File: config.mk
export PLATFORM = sky130hd
export DESIGN_NAME = tag_lookup_plru
export DESIGN_NICKNAME = d
export VERILOG_FILES = /design/src/rtl/cache_pkg.sv /design/src/rtl/plru_tree.sv /design/src/rtl/tag_lookup_plru.sv
export SDC_FILE = /design/constraint.sdc
export NUM_CORES = 1
export LEC_CHECK = 0
export CELL_PAD_IN_SITES_DETAIL_PLACEMENT = 0
export CELL_PAD_IN_SITES_GLOBAL_PLACEMENT = 1
export CORE_UTILIZATION = 36
export CTS_CLUSTER_DIAMETER = 40
export CTS_CLUSTER_SIZE = 8
export DETAILED_ROUTE_END_ITERATION = 8
export PLACE_DENSITY_LB_ADDON = 0.1
export SLEW_MARGIN = 0
export SYNTH_ARGS = -nofsm -noshare
export SYNTH_HDL_FRONTEND = slang
export SYNTH_SLANG_ARGS = --single-unit
File: constraint.sdc
create_clock -name clk -period 4.7 [get_ports clk]
set_input_delay 1.41 -clock clk [delete_from_list [all_inputs] [get_ports clk]]
set_output_delay 1.41 -clock clk [all_outputs]
set_load 0.005 [all_outputs]
File: src/rtl/cache_pkg.sv
// Shared cache constants, types and tree-PLRU helper functions for the L1 tag lookup.
package cache_pkg;

    localparam int unsigned DEF_WAYS  = 4;
    localparam int unsigned DEF_TAG_W = 23;
    localparam int unsigned DEF_SETS  = 16;

    // Helpers work on a wide vector so any power-of-two way count up to 64 can use them.
    localparam int unsigned PLRU_MAX_LEVELS = 6;

    typedef logic [$clog2(DEF_WAYS)-1:0] way_idx_t;
    typedef logic [$clog2(DEF_SETS)-1:0] set_idx_t;
    typedef logic [DEF_TAG_W-1:0]        tag_t;
    typedef logic [DEF_WAYS-2:0]         plru_bits_t;
    typedef logic [63:0]                 plru_vec_t;

    // Walk from the root; a node bit of 0 steers toward the left child.
    function automatic int unsigned plru_victim(input plru_vec_t bits, input int unsigned levels);
        int unsigned node;
        node = 0;
        for (int unsigned l = 0; l < PLRU_MAX_LEVELS; l++) begin
            if (l < levels) begin
                node = bits[node[5:0]] ? 2 * node + 2 : 2 * node + 1;
            end
        end
        return node - ((32'd1 << levels) - 1);
    endfunction

    function automatic plru_vec_t plru_touch(input plru_vec_t bits, input int unsigned way,
                                             input int unsigned levels);
        plru_vec_t   res;
        int unsigned node;
        int unsigned sh;
        logic        dir;
        res  = bits;
        node = 0;
        for (int unsigned l = 0; l < PLRU_MAX_LEVELS; l++) begin
            if (l < levels) begin
                sh  = levels - 1 - l;
                dir = way[sh[4:0]];
                res[node[5:0]] = !dir;
                node = dir ? 2 * node + 2 : 2 * node + 1;
            end
        end
        return res;
    endfunction

endpackage

File: src/rtl/plru_tree.sv
// One set's tree-PLRU: combinational victim and next state after making touch_way MRU.
module plru_tree
    import cache_pkg::*;
#(
    parameter  int unsigned WAYS  = DEF_WAYS,
    localparam int unsigned WAY_W = $clog2(WAYS)
) (
    input  logic [WAYS-2:0]  bits,
    input  logic [WAY_W-1:0] touch_way,
    output logic [WAY_W-1:0] victim,
    output logic [WAYS-2:0]  bits_next
);

    plru_vec_t cur_vec;
    plru_vec_t next_vec;
    logic      unused_next_hi;

    always_comb begin
        cur_vec             = '0;
        cur_vec[WAYS-2:0]   = bits;
        victim              = WAY_W'(plru_victim(cur_vec, WAY_W));
        next_vec            = plru_touch(cur_vec, 32'(touch_way), WAY_W);
        bits_next           = next_vec[WAYS-2:0];
    end

    assign unused_next_hi = ^next_vec[63:WAYS-1];

endmodule

File: src/rtl/tag_lookup_plru.sv
// N-way tag lookup with registered hit/way/victim and per-set tree-PLRU state.
// Optional sticky multi-hit detection is enabled by defining MULTIHIT_CHECK_EN.
module tag_lookup_plru
    import cache_pkg::*;
#(
    parameter  int unsigned WAYS  = DEF_WAYS,
    parameter  int unsigned TAG_W = DEF_TAG_W,
    parameter  int unsigned SETS  = DEF_SETS,
    localparam int unsigned IDX_W = $clog2(SETS),
    localparam int unsigned WAY_W = $clog2(WAYS)
) (
    input  logic                  clk,
    input  logic                  rst,
    input  logic                  req_valid,
    output logic                  req_ready,
    input  logic [TAG_W-1:0]      req_tag,
    input  logic [IDX_W-1:0]      req_set,
    input  logic [WAYS*TAG_W-1:0] way_tags,
    input  logic [WAYS-1:0]       way_valid,
    output logic                  rsp_valid,
    input  logic                  rsp_ready,
    output logic                  rsp_hit,
    output logic [WAY_W-1:0]      rsp_way,
    output logic [WAY_W-1:0]      rsp_victim,
    input  logic                  fill_valid,
    input  logic [IDX_W-1:0]      fill_set,
    input  logic [WAY_W-1:0]      fill_way,
    output logic                  err_multihit
);

    logic [WAYS-2:0]  plru_q [SETS];
    logic             rsp_valid_q;
    logic             rsp_hit_q;
    logic [WAY_W-1:0] rsp_way_q;
    logic [WAY_W-1:0] rsp_victim_q;

    logic [WAYS-1:0]  hit_vec;
    logic             hit_any;
    logic             all_valid;
    logic [WAY_W-1:0] hit_way;
    logic [WAY_W-1:0] free_way;
    logic [WAY_W-1:0] plru_way;
    logic [WAY_W-1:0] victim_way;
    logic             accept;
    logic             hit_upd;
    logic [WAYS-2:0]  hit_bits_next;
    logic [WAYS-2:0]  fill_bits_cur;
    logic [WAYS-2:0]  fill_bits_next;
    logic [WAY_W-1:0] unused_fill_victim;

    always_comb begin
        hit_vec  = '0;
        hit_way  = '0;
        free_way = '0;
        for (int i = 0; i < int'(WAYS); i++) begin
            hit_vec[i] = way_valid[i] && (way_tags[i*TAG_W +: TAG_W] == req_tag);
        end
        // Descending scan so the lowest matching / lowest invalid index is left standing.
        for (int i = int'(WAYS) - 1; i >= 0; i--) begin
            if (hit_vec[i]) hit_way = WAY_W'(i);
            if (!way_valid[i]) free_way = WAY_W'(i);
        end
    end

    assign hit_any    = |hit_vec;
    assign all_valid  = &way_valid;
    assign victim_way = all_valid ? plru_way : free_way;
    assign req_ready  = !rsp_valid_q || rsp_ready;
    assign accept     = req_valid && req_ready;
    assign hit_upd    = accept && hit_any;

    plru_tree #(.WAYS(WAYS)) u_hit_tree (
        .bits      (plru_q[req_set]),
        .touch_way (hit_way),
        .victim    (plru_way),
        .bits_next (hit_bits_next)
    );

    // Chaining the fill onto the hit result makes the fill win on shared nodes.
    assign fill_bits_cur = (hit_upd && (fill_set == req_set)) ? hit_bits_next : plru_q[fill_set];

    plru_tree #(.WAYS(WAYS)) u_fill_tree (
        .bits      (fill_bits_cur),
        .touch_way (fill_way),
        .victim    (unused_fill_victim),
        .bits_next (fill_bits_next)
    );

    always_ff @(posedge clk) begin
        if (rst) begin
            rsp_valid_q  <= 1'b0;
            rsp_hit_q    <= 1'b0;
            rsp_way_q    <= '0;
            rsp_victim_q <= '0;
            for (int s = 0; s < int'(SETS); s++) plru_q[s] <= '0;
        end else begin
            if (accept) begin
                rsp_valid_q  <= 1'b1;
                rsp_hit_q    <= hit_any;
                rsp_way_q    <= hit_any ? hit_way : '0;
                rsp_victim_q <= victim_way;
            end else if (rsp_ready) begin
                rsp_valid_q <= 1'b0;
            end
            if (hit_upd) plru_q[req_set] <= hit_bits_next;
            if (fill_valid) plru_q[fill_set] <= fill_bits_next;
        end
    end

    assign rsp_valid  = rsp_valid_q;
    assign rsp_hit    = rsp_hit_q;
    assign rsp_way    = rsp_way_q;
    assign rsp_victim = rsp_victim_q;

`ifdef MULTIHIT_CHECK_EN
    logic multihit;
    logic err_multihit_q;

    assign multihit = |(hit_vec & (hit_vec - WAYS'(1)));

    always_ff @(posedge clk) begin
        if (rst) begin
            err_multihit_q <= 1'b0;
        end else if (accept && multihit) begin
            err_multihit_q <= 1'b1;
        end
    end

    assign err_multihit = err_multihit_q;
`else
    assign err_multihit = 1'b0;
`endif

endmodule
Word-level counts from Yosys, hierarchy flattened --
Memories as Yosys holds them, arrays and structs flattened. Cells that the tools add are included.
Word-level totals: register bits 6, output and inout bits 8, memories kept 1, RAM bits 48, logic and storage cells 77
Memory list:
- plru_q | depth 16, bits a word 3, rd ports 2, clocked after memory_dff 0, wr ports 16, RTL line tag_lookup_plru.sv:31 | logic [WAYS-2:0] plru_q [SETS];
Cells by class: $add $sub $neg 3, mux-type cells 39, reduce and logical (&&, ||, !) cells 20, equal/unequal tests 5, $lt $le $gt $ge 5
Operators with widths (number):
- 64-bit bitwise mux | 2
- 23-bit == test | 4
- 2-bit 2-to-1 mux | 14
- 1-bit 2-to-1 mux | 15
- 6-bit by 7-bit less-than comparator with 1-bit output, second input constant | 2
- 1-bit demux with 6-bit select | 2
- 6-bit by 1-bit >= comparator with 1-bit output, second input constant | 2
- 1-bit logical AND | 9
- 3-bit 2-to-1 mux | 3
- 4-bit 2-to-1 mux | 2
- 2-bit by 7-bit less-than comparator with 1-bit output, second input constant | 1
- 1-bit binary-select mux with 6-bit select | 1
- 3-bit OR reduction | 2
- 1-bit zero test | 5
- 4-bit == test | 1
- 4-bit AND reduction | 1
- 4-bit OR reduction | 1
- 2-bit by 1-bit adder with 2-bit output, second input constant | 1
- 2-bit adder, second input constant | 1
- 2-bit nonzero test | 1
- 2-bit subtractor, second input constant | 1
- 1-bit logical OR | 1

Depth between registers and ports, before layout --
Gate-level depths: netlist (run 1).
depth in word-level cells 15, gate-level depth with buffers 11

Cells and area by module --
From an unflattened synthesis (run 1), not the netlist that was laid out.
Unflattened totals: cells, all modules 473, area total of the unflattened synthesis 4678.2 um2
Modules (own cells, without submodules):
- tag_lookup_plru | cells an instance 459, area each 4595.7 um2, instances 1
- plru_tree at u_fill_tree | cells an instance 7, area each 42.5 um2, instances 1
- plru_tree at u_hit_tree | cells an instance 7, area each 40.0 um2, instances 1

Worst setup path before layout (run 1) --
No wires, ideal clock.
path kind in2reg, start in req_set[0], end mem plru_q[12][2] (netlist bit), data pin, stages on the path 8, data arrival time 3.444 ns, library setup time 0.259 ns, setup slack 0.996 ns, buffers on the path 2, cell sequence buf_6 mux4_1 mux4_2 o31a_1 o211a_1 o31ai_4 buf_6 o21ai_2
RTL lines:
- start: declaration | RTL line tag_lookup_plru.sv:17 | input logic [IDX_W-1:0] req_set,
- end: declaration | RTL line tag_lookup_plru.sv:31

==> flow_metrics.py, run 1 <==
metrics = {
    "cells_and_area": {
        "num-fill-cells": 1176,
        "regArea_um2": 1560,
        "syn2layout_area_growth_pct": 39.4,
        "num_antenna_cells": 0,
        "design_area_um2": 6720,
        "layout-drive-gt1-share_pct": 10.2,
        "final_nets": 777,
        "multiInputGateArea_um2": 3100,
    },
    "setup_path": {
        "r2r-start": "plru_q[6][2]$_DFFE_PP_",
        "required_ps": 4740,
        "critPathArrivalTime_ps": 4350,
        "crit_fanout": 15,
        "startpoint": "req_tag[16]",
        "startpoint_type": "primary input",
        "crit_type": "in2reg",
        "end_kind": "flop",
    },
    "die": {
        "die_area_um2": 13900,
        "die_height_um": 118,
        "pin_count": 142,
        "fp.coreArea_um2": 12800,
        "die_w_um": 118,
        "fp-row-count": 41,
        "start_util_pct": 37.6,
    },
    "place": {
        "place_area_um2": 6550,
        "place_congestion": 0.963,
        "numPortBuffers": 140,
        "place_hpwl_mm": 15.1,
        "pre_cts_slack_ps": 155,
    },
    "route": {
        "drt-total-wl_mm": 19.3,
        "ant_nets": 0,
        "wire_per_inst_um": 23.7,
        "routed_via_density": 5.97,
        "via_count": 4871,
        "drc_errors": 0,
        "drtIter0Drc": 407,
        "first_pass_iters": 5,
    },
    "global_routing": {
        "grt_pass1_vias": 4949,
        "grt_pass1_wl_mm": 29.4,
        "grt_util_all_layers_pct": 27.8,
        "grt_start_max_net_pins": 19,
        "use_met3_pct": 4.84,
        "antenna_found_initial": 0,
        "met2_usage_pct": 47.4,
        "overflow": 0,
        "busiest_layer": "met2",
        "grt_use_met1_pct": 35.5,
    },
    "cts": {
        "clockBufferDepth": 2,
        "root_buffer": "clkbuf_16",
        "clk_pin_slew_ps": 80,
        "cts_resized": 0,
        "cts_max_level": 2,
        "cts_setup_buffers": 0,
        "clock_latency_ps": 300,
        "cts_tree": "built",
        "cts_sinks": 54,
        "cts_buffers": 5,
        "hold_buffers": 0,
    },
    "sta": {
        "tightest_slew_ps": 1070,
        "final_max_slew_viol_count": 0,
        "finalHoldViolations": 0,
        "finClkSkew_ps": 9.53,
        "period_minus_slack_ps": 4310,
        "setup_slack_ps": 392,
        "rsz0062_at_grt": "no",
        "fin_tns_setup_ps": 0,
        "setup_viol": 0,
        "slew_headroom_pct": 28.2,
        "max_freq_mhz": 232,
        "finalCritPeriodShare_pct": 91.7,
    },
    "synth": {
        "ys_ff_latch": 54,
        "synth_warnings": 0,
        "synth_top_area_cell": "edfxtp_1",
        "yosysUniqueCellTypes": 47,
        "avgSynthCellArea_um2": 9.61,
        "syn_nets": 636,
        "synth_cells": 502,
        "synth_top_area_share_pct": 29.9,
        "syn_area_um2": 4820,
        "ys_seq_area_share_pct": 32.4,
        "synth.area.top_cells": "edfxtp_1 (30%), xor2_1 (13%), nand4_1 (8.3%), mux4_2 (7.5%), mux4_1 (4.4%)",
    },
    "worst_hold_path": {
        "hold_path.class": "reg2reg",
        "min_from": "rsp_hit$_SDFFE_PP0P_",
    },
    "power_and_ir_drop": {
        "power_density_nw_per_um2": 211,
        "p_leak_nw": 2.30,
        "peakVddDrop_uv": 188,
        "power_mw": 1.42,
    },
    "run_status": {
        "outcome": "completed",
    },
    "flow_run": {
        "maxCapViolations": 0,
    },
}
==> layout make-up <==
| type | instances | share of cell area (%) |
|---|---|---|
| Multi-Input combinational cell | 412 | 46.0 |
| Timing Repair Buffer | 167 | 24.8 |
| Sequential cell | 54 | 23.2 |
| Tap cell | 172 | 3.20 |
| Clock buffer | 5 | 1.86 |
| Clock inverter | 3 | 0.707 |
| Inverter | 3 | 0.168 |
==> metrics by stage <==
stage	hold slack (ps)	utilization [%]	cells
4_1_cts	468	52.4	816
5_1_grt	496	52.4	816
6_report	466	52.4	816
3_5_place_dp	457	51.1	808
3_3_place_gp	449	51.1	808
2_1_floorplan	448	-	502
==> critical path: stages <==
cell and delay, ps:
clkdlybuf4s50_1 600, xor2_1 260, nor4_1 340, nand4_1 220, or3_1 400, o31a_1 260
o211a_1 260, o31ai_4 280, buf_12 200, o21ai_0 90
==> metal layers <==
metal | up-vias | wire, um
met5 | - | 0
met4 | 0 | 582
met3 | 42 | 1370
met2 | 253 | 9240
met1 | 2341 | 8120
li1 | 2235 | -
==> logic make-up (layout without fill, tap and decap cells) <==
family | Yosys count | after routing | share of synthesized area (%)
AO/OA/AOI/OAI | 71 | 71 | 9.37
flip-flops | 54 | 54 | 32.4
buffers and inverters | 36 | 178 | 3.42
other | 1 | 1 | 0.0778
multiplexers | 26 | 26 | 12.2
AND/OR/NAND/NOR | 218 | 218 | 25.1
XOR/XNOR | 96 | 96 | 17.4
==> cells in the final DEF (no fill, tap or decap), drive strengths merged, types with 7 or more instances in the layout <==
master and instances:
a21oi 10, nor4 33, mux4 24, nand3 22, clkdlybuf4s50 140, nand4 64, buf 27, edfxtp 48
and2 8, xor2 72, o21ai 49, xnor2 24, nor2 16, nand2 43, nor3 7
==> cell usage after synthesis (all sizes together) <==
cell / count
buf: 15
and3: 3
nor2b: 6
inv: 2
dfxtp: 6
o21ai: 49
o31ai: 1
nand2: 43
conb: 1
or4: 1
nand3: 22
or2: 1
nand4: 64
nand2b: 1
mux4: 24
mux2i: 2
a21boi: 1
a21oi: 10
or3: 4
a211oi: 2
o211ai: 4
and2: 8
xnor2: 24
edfxtp: 48
nor4bb: 1
and4: 3
o31a: 1
nor2: 16
nor3: 7
clkinv: 1
o2111ai: 2
nor4b: 1
nor3b: 1
xor2: 72
nor4: 33
clkbuf: 18
o211a: 1
nand4b: 3
==> power by group <==
| group | internal (mW) | leakage [nW] | switching (mW) | total [mW] |
|---|---|---|---|---|
| logic | 0.210 | 1.68 | 0.214 | 0.424 |
| registers | 0.542 | 0.533 | 0.00948 | 0.551 |
| clock network | 0.255 | 0.0844 | 0.191 | 0.446 |
| total | 1.01 | 2.30 | 0.414 | 1.42 |
==> registers in the layout, indices dropped and copies added, names as in the netlist <==
register    cells
rsp_victim      2
rsp_hit         1
rsp_way         2
rsp_valid       1
plru_q         48
==> path summary, 6_finish.rpt <==
kind,end,slack (ps),depth (start not counted)
max reg2reg,plru_q[0][2]$_DFFE_PP_,1980,7
max,plru_q[0][2]$_DFFE_PP_,390,10
min reg2reg,rsp_hit$_SDFFE_PP0P_,470,2
min,rsp_hit$_SDFFE_PP0P_,470,2
Note: power is estimated with default switching activity, not from simulation.
==> run 2, diff against run 1 <==
--- a/config.mk
+++ b/config.mk
@@ -11,7 +11,9 @@
 export CTS_CLUSTER_DIAMETER = 40
 export CTS_CLUSTER_SIZE = 8
 export DETAILED_ROUTE_END_ITERATION = 8
+export GPL_TIMING_DRIVEN = 0
 export PLACE_DENSITY_LB_ADDON = 0.1
+export SETUP_SLACK_MARGIN = 0.1
 export SLEW_MARGIN = 0
 export SYNTH_ARGS = -nofsm -noshare
 export SYNTH_HDL_FRONTEND = slang
==> run 2 against run 1 <==
Compared with the run above:
- power is 2.9% lower
- setup slack worse by 57 ps
- sequential cell count stayed put
- clock skew is 2.4 ps higher
- fmax is 1.3% lower
- die area stayed put
- routed wire length is 1.2% higher
- final cell count is 0.49% higher
- combinational power hardly changed
- first-iteration DRC count is 26% higher
- global-route usage is 0.61 points higher
- critical path type unchanged
- highest routed layer unchanged
==> flow_metrics.py, run 2 (synthesis gave the netlist of run 1 again) <==
metrics = {
    "sta": {
        "tightest_slew_ps": 1170,
        "finalHoldViolations": 0,
        "period_minus_slack_ps": 4360,
        "finClkSkew_ps": 11.9,
        "setup_viol": 0,
        "finalCritPeriodShare_pct": 92.9,
        "setup_slack_ps": 336,
        "rsz0062_at_grt": "no",
        "max_freq_mhz": 229,
        "final_max_slew_viol_count": 0,
        "fin_hold_ws_ps": 459,
        "slew_headroom_pct": 20.8,
    },
    "setup_path": {
        "r2r_end": "plru_q[13][2]$_DFFE_PP_",
        "startpoint_type": "primary input",
        "path_buf_inv": 4,
        "crit_path_max_incr_delay_ps": 550,
        "cp_top_family": "simple AND/OR/NAND/NOR gates",
        "critPathArrivalTime_ps": 4370,
        "crit_chain": "clkdlybuf4s50_1 -> xor2_1 -> nor4_1 -> nand4_1 -> or3_4 -> nand4b_1 -> buf_4 -> and4_1 -> buf_2 -> clkbuf_4 -> nand2_1 -> nand3_1",
        "crit_end": "plru_q[8][0]$_DFFE_PP_",
        "cp_slowest_cell": "clkdlybuf4s50_1",
        "ff2ff_path_depth": 8,
        "r2r-start": "plru_q[8][2]$_DFFE_PP_",
        "crit_cells": 12,
        "crit_type": "in2reg",
        "crit_fanout": 10,
        "startpoint": "req_tag[9]",
        "worst-r2r-setup-slack_ps": 1710,
        "end_kind": "flop",
        "required_ps": 4710,
    },
    "route": {
        "via_count": 4953,
        "first_pass_iters": 5,
        "wl_met1_mm": 7.96,
        "drtIter0Drc": 511,
        "wl_met3_mm": 1.68,
        "drc_errors": 0,
        "ant_nets": 0,
        "routed_via_density": 6.04,
        "drt-total-wl_mm": 19.5,
        "routed.top_layer": "met4",
        "met2_length_mm": 9.26,
        "wire_per_inst_um": 23.8,
    },
    "die": {
        "pin_count": 142,
        "die_area_um2": 13900,
        "fp.coreArea_um2": 12800,
        "start_util_pct": 37.6,
        "die_height_um": 118,
        "fp-row-count": 41,
        "die_w_um": 118,
    },
    "global_routing": {
        "grt_pass1_wl_mm": 29.9,
        "grt_start_max_net_pins": 17,
        "overflow": 0,
        "grt_pass1_vias": 4832,
        "grt_util_all_layers_pct": 28.4,
        "antenna_found_initial": 0,
    },
    "cells_and_area": {
        "num_antenna_cells": 0,
        "layout-drive-gt1-share_pct": 8.80,
        "num-fill-cells": 1164,
        "design_area_um2": 6670,
        "fin_util_pct": 52.0,
        "final_common_cell": "clkdlybuf4s50_1",
        "final_nets": 781,
        "final_cell_mix": "clkdlybuf4s50_1 (117), xor2_1 (72), nand4_1 (64)",
        "syn2layout_area_growth_pct": 38.4,
        "regMostFlops": "plru_q",
        "largest_register_ffs": 48,
    },
    "cts": {
        "cts_buffers": 5,
        "cts_max_level": 2,
        "cts_tree": "built",
        "hold_buffers": 0,
        "cts_sinks": 54,
        "clock_latency_ps": 300,
        "root_buffer": "clkbuf_16",
        "clockBufferDepth": 2,
        "clk_pin_slew_ps": 80,
    },
    "place": {
        "place_area_um2": 6400,
        "place_congestion": 0.898,
        "place_hpwl_mm": 15.4,
        "numPortBuffers": 136,
        "pre_cts_slack_ps": -471,
    },
    "flow_run": {
        "maxCapViolations": 0,
    },
    "run_status": {
        "outcome": "completed",
    },
    "power_and_ir_drop": {
        "peakVddDrop_uv": 156,
        "power_density_nw_per_um2": 207,
        "p_leak_nw": 2.41,
    },
    "worst_hold_path": {
        "hold_path.class": "reg2reg",
    },
}
==> run 2: worst min-delay path by stage <==
stage,startpoint,endpoint,slack [ps],cells after the start
2_1_floorplan,rsp_way[0]$_SDFFE_PP0P_,rsp_way[0]$_SDFFE_PP0P_,450,2
3_3_place_gp,rsp_hit$_SDFFE_PP0P_,rsp_hit$_SDFFE_PP0P_,450,2
3_5_place_dp,rsp_victim[0]$_SDFFE_PP0P_,rsp_victim[0]$_SDFFE_PP0P_,450,2
4_1_cts,rsp_victim[0]$_SDFFE_PP0P_,rsp_victim[0]$_SDFFE_PP0P_,460,2
5_1_grt,rsp_way[0]$_SDFFE_PP0P_,rsp_way[0]$_SDFFE_PP0P_,480,2
6_report,rsp_victim[0]$_SDFFE_PP0P_,rsp_victim[0]$_SDFFE_PP0P_,460,2
==> run 2: cell type report <==
cell class	instances	area, um^2	share of cell area [%]
clock buffers	7	153	2.29
inverters	3	11.3	0.169
clock inverters	1	8.76	0.131
flip-flops and latches	54	1560	23.4
multi-input cells	412	3130	46.9
plain buffers	33	159	2.38
repair buffers	138	1430	21.5
well taps	172	215	3.22
==> run 2: routing by layer <==
metal  track usage [%]  vias to the layer above
met4              9.46                        0
met2              47.8                      301
li1                  -                     2243
met1              37.0                     2356
met5                 0                        -
met3              4.51                       53
==> run 2: metrics by stage <==
| step | TNS [ps] | instances | power, mW |
|---|---|---|---|
| 2_1_floorplan | 0 | 502 | 0.752 |
| 3_3_place_gp | -9060 | 810 | 0.968 |
| 3_5_place_dp | -11250 | 810 | 0.970 |
| 4_1_cts | 0 | 820 | 1.37 |
| 5_1_grt | 0 | 820 | 1.42 |
| 6_report | 0 | 820 | 1.38 |
==> run 2: timing repair <==
action                                  CTS  global route
pin swaps                                 2             1
buffers inserted                          2             0
resized for setup                         3            24
endpoints found under the setup margin   29            30
==> run 2: where the power goes <==
| group | switching (mW) | internal (mW) | total [mW] |
|---|---|---|---|
| Clock | 0.177 | 0.228 | 0.405 |
| Sequential | 0.0101 | 0.542 | 0.552 |
| Combinational | 0.219 | 0.204 | 0.423 |
==> run 2: worst reg2reg max path, cell delays in order (launching register included) <==
cell,delay [ps]
edfxtp_1,440
mux4_1,590
mux4_2,510
o31a_1,130
or2_2,300
buf_2,190
clkbuf_1,300
nand4_1,200
o21ai_2,70
==> RTL change 1: new RTL, config.mk and constraints of run 1 <==
Add a define of `MULTIHIT_CHECK_EN`.
--- a/src/rtl/tag_lookup_plru.sv
+++ b/src/rtl/tag_lookup_plru.sv
@@ -1,4 +1,6 @@
 // N-way tag lookup with registered hit/way/victim and per-set tree-PLRU state.
 // Optional sticky multi-hit detection is enabled by defining MULTIHIT_CHECK_EN.
+`define MULTIHIT_CHECK_EN
+
 module tag_lookup_plru
     import cache_pkg::*;
Check against the original RTL: not equivalent (Yosys sat finds a counterexample within 4 cycles, from zero or initial values and one cycle with rst high).
==> RTL change 1 against run 1 <==
  * Count of clock-buffer cells in the layout is 2 higher
  * Critical endpoint is now plru_q[8][1]
  * Design area fell by 0.11%
  * Register-to-register slack better by 0.12 ns
  * Synthesized area is 2.0% lower
  * Die area is 1.9% lower
  * Worst setup slack lost 0.094 ns
  * Sequential cell count up 1
  * Routed wire length decreased by 5.3%
  * Power fell by 3.8%
  * First-iteration DRC count is 4.7% lower
  * Largest power group unchanged
==> RTL change 1: results <==
set metrics [dict create \
    cts_max_level 2 \
    wl_per_cell_um 22.6 \
    ys.flop_type "edfxtp_1" \
    clk_pin_slew_ns 0.07 \
    io_buffers 141 \
    preCtsSetupSlack_ns -0.135 \
    hold_path_class "flop to flop" \
    cts_resized 0 \
    dr.pass1.iters 8 \
    grtUsageTotal_pct 28.1 \
    yosys-top-cells-count "xor2_1, nand2_1, edfxtp_1" \
    fin_cells 810 \
    status "finished, final reports clean" \
    dp_hpwl_um 14300 \
    antennaDiodeCount 0 \
    finish.net_count 771 \
    leakage_uw 0.00231 \
    tightest_slew_ns 0.743 \
    largest_reg_flops 48 \
    cts-root-buf "clkbuf_16" \
    ys_warn_count 0 \
    grt_pass1_wl_um 27600 \
    top_register "plru_q" \
    grt_max_degree 25 \
    synthTopCellsByArea "edfxtp_1, xor2_1, mux4_2" \
    worst-path-max-fanout 9 \
    synth-edff-count 48 \
    clock-skew-final_ns 0.00619 \
    irDropWorstVdd_v 0.000186 \
    place.gp.congestion 0.959 \
    placed_cells 802 \
    critPathMaxStageDelay_ns 0.61 \
    antenna_found_initial 1 \
    grt_pass1_vias 4534 \
    drive_above_1_share_pct 14.4 \
    syn_area_per_cell_um2 9.93 \
    ys_types 56 \
    insertion_delay_ns 0.30 \
    synth-seq-area-share_pct 33.5 \
    synthesis.nets 610 \
    dpl-instance-area_um2 6560 \
    cp.arrival_ns 4.42 \
    viasPerCell 5.60 \
    cpLargestDelayFamily "simple AND/OR/NAND/NOR gates" \
    drt_iter0_markers 388 \
]
[RTL change 1: cell count changes after synthesis, sizes merged, moves of 6 or more]
cell and delta:
nand3b +11, nor2 -6, nand4b +10, xor2 -6
nand2 +14, nor4 -17, o21ai -11, o22ai +12
nand4 -50, xnor2 +6
[RTL change 1: layout make-up]
cell class	instances	area (um^2)
Fill cell	1216	6010
Multi-Input combinational cell	388	2990
Timing Repair Buffer	184	1760
Sequential cell	55	1580
Tap cell	172	215
Clock buffer	7	153
Inverter	3	11.3
Clock inverter	1	6.26
[RTL change 1: report_power, final]
part / total (uW) / internal (uW) / switching, uW
combinational: 406 / 221 / 185
clock: 401 / 227 / 174
sequential: 561 / 550 / 10.3
[RTL change 1: per-stage QoR]
step           utilization [%]  setup TNS, ns
2_1_floorplan                -              0
3_3_place_gp              51.5         -0.145
3_5_place_dp              51.5         -0.404
4_1_cts                   52.8              0
5_1_grt                   52.8              0
6_report                  52.8              0
[RTL change 1: path summary, 6_finish.rpt]
path	endpoint	from	slack, ns	cells past startpoint
worst max-delay path	plru_q[8][1]	req_tag[16]	0.30	10
worst min-delay path	rsp_way[1]	rsp_way[1]	0.46	2
worst max register to register	plru_q[8][1]	plru_q[9][1]	2.10	7
worst min register to register	rsp_way[1]	rsp_way[1]	0.46	2
[RTL change 1: kinds of logic (layout without fill, tap and decap cells)]
kind of cell	count (synthesis)	count (layout)	synth area share [%]
simple gates	176	176	20.7
flops	55	55	33.5
xor+xnor	96	96	17.8
fa+ha+maj	1	1	0.212
buf+inv	33	195	3.31
compound gates	89	89	12.4
mux	26	26	12.1
[RTL change 1: routing by layer]
metal  track usage, %  routed length, um  up-vias
met3             4.77               1300       42
met5                0                  0        -
met1             38.9               8120     2175
met4             5.57                343        0
met2             46.3               8520      193
li1                 -                  -     2124
==> RTL change 2: new RTL, config.mk and constraints of run 1 <==
Without the edit above. `DEF_SETS`: 16 -> 32.
--- a/src/rtl/cache_pkg.sv
+++ b/src/rtl/cache_pkg.sv
@@ -4,5 +4,5 @@
     localparam int unsigned DEF_WAYS  = 4;
     localparam int unsigned DEF_TAG_W = 23;
-    localparam int unsigned DEF_SETS  = 16;
+    localparam int unsigned DEF_SETS  = 32;
 
     // Helpers work on a wide vector so any power-of-two way count up to 64 can use them.
Ports: changed (resized fill_set and req_set); port bits go from 142 to 144. No check against the original RTL was run, so the function may have changed too.
==> RTL change 2 against run 1 <==
  * Routed wire length increased by 73%
  * Cell count increased by 50%
  * Sequential share of layout area increased by 5.6 points
  * Critical path type unchanged
  * Global-route usage increased by 2.9 points
  * Synthesized cell count increased by 53%
  * Synthesized area increased by 63%
  * Worst setup slack got worse by 0.094 ns
  * Power increased by 74%
  * Sequential cell count increased by 48
  * Largest cell class unchanged
  * Design area increased by 55%
==> RTL change 2: results <==
set metrics [dict create \
    ys_types 64 \
    yosys-top-cells-count "edfxtp_1, nand2_1, xor2_1" \
    dp_hpwl_um 25500 \
    postCtsSetupBuffers 0 \
    synthTopCellsByArea "edfxtp_1, mux4_2, xor2_1" \
    drt_iter0_markers 878 \
    totalWireLength_um 33400 \
    drive_above_1_share_pct 16.8 \
    synthesis.nets 902 \
    leakage_uw 0.00345 \
    slew_headroom_pct 57.5 \
    place.gp.congestion 0.967 \
    grtUsageTotal_pct 30.7 \
    synth-seq-area-share_pct 38.2 \
    cts_max_level 3 \
    clock-skew-final_ns 0.0204 \
    fillers 2003 \
    cts_resized 0 \
    clock_path_buffers 2 \
    finish.net_count 1081 \
    io_buffers 142 \
    status "finished, final reports clean" \
    grt_pass1_vias 7890 \
    antenna_found_initial 1 \
    critPathMaxStageDelay_ns 0.56 \
    cp.arrival_ns 4.58 \
    vias 7810 \
    min_from "rsp_victim[1]" \
    grt_max_degree 42 \
    largest_reg_flops 96 \
    worst-path-max-fanout 9 \
    insertion_delay_ns 0.36 \
    cp-startpoint "req_tag[21]" \
    grt_pass1_wl_um 49500 \
    cts_made_buffers 9 \
]
## RTL change 2: cell families after synthesis
logic type | after synthesis | share of synthesized area (%)
xor gates and xnor gates | 97 | 10.8
muxes | 49 | 11.3
AOI/OAI and AO/OA | 177 | 15.1
DFF | 102 | 38.2
buffers and inverters | 64 | 4.24
and+or+nand+nor | 276 | 20.3
other | 1 | 0.0477
## RTL change 2: worst paths after layout
kind / endpoint / slack, ns / cells past startpoint
max: plru_q[0][1] / 0.30 / 11
min: rsp_victim[1] / 0.47 / 2
max reg2reg: plru_q[0][1] / 1.76 / 7
min reg2reg: rsp_victim[1] / 0.47 / 2
## RTL change 2: per-stage QoR
step / setup WS, ns / hold slack, ns / area [um^2] / cells
after floorplan: 0.900 / 0.448 / 7860 / 766
final: 0.299 / 0.465 / 10400 / 1227
after CTS: 0.399 / 0.467 / 10400 / 1225
after global routing: 0.205 / 0.488 / 10400 / 1226
after detailed placement: 0.0288 / 0.456 / 10100 / 1209
after global placement: 0.0269 / 0.458 / 10100 / 1209
## RTL change 2: worst reg2reg max path: stages (launching register included)
cell	delay, ns
edfxtp_1	0.44
mux4_2	0.53
a22o_1	0.29
a221oi_1	0.41
a31oi_1	0.25
a221oi_4	0.32
buf_12	0.27
o22ai_1	0.16
## RTL change 2: layer usage
layer  track usage (%)  share of wire [%]  up-vias
met3              5.09                8.5       74
li1                  -                  -     3429
met5                 0                  0        -
met4              10.6                3.4        0
met1              41.4                 42     3888
met2              49.8                 46      419
## RTL change 2: cell type report
type / instances / area share (%)
multi-input cells: 600 / 43.5
repair buffers: 227 / 21.0
clock buffers: 9 / 2.16
flip-flops and latches: 102 / 28.9
inverters: 5 / 0.180
well taps: 275 / 3.31
clock inverters: 7 / 0.938
diodes: 2 / 0.0481
## RTL change 2: power breakdown
part           switching [uW]  leakage (uW)  total (uW)  internal (uW)
clock network             400      0.000158         832            432
registers                19.5       0.00101        1050           1030
logic                     315       0.00228         586            271
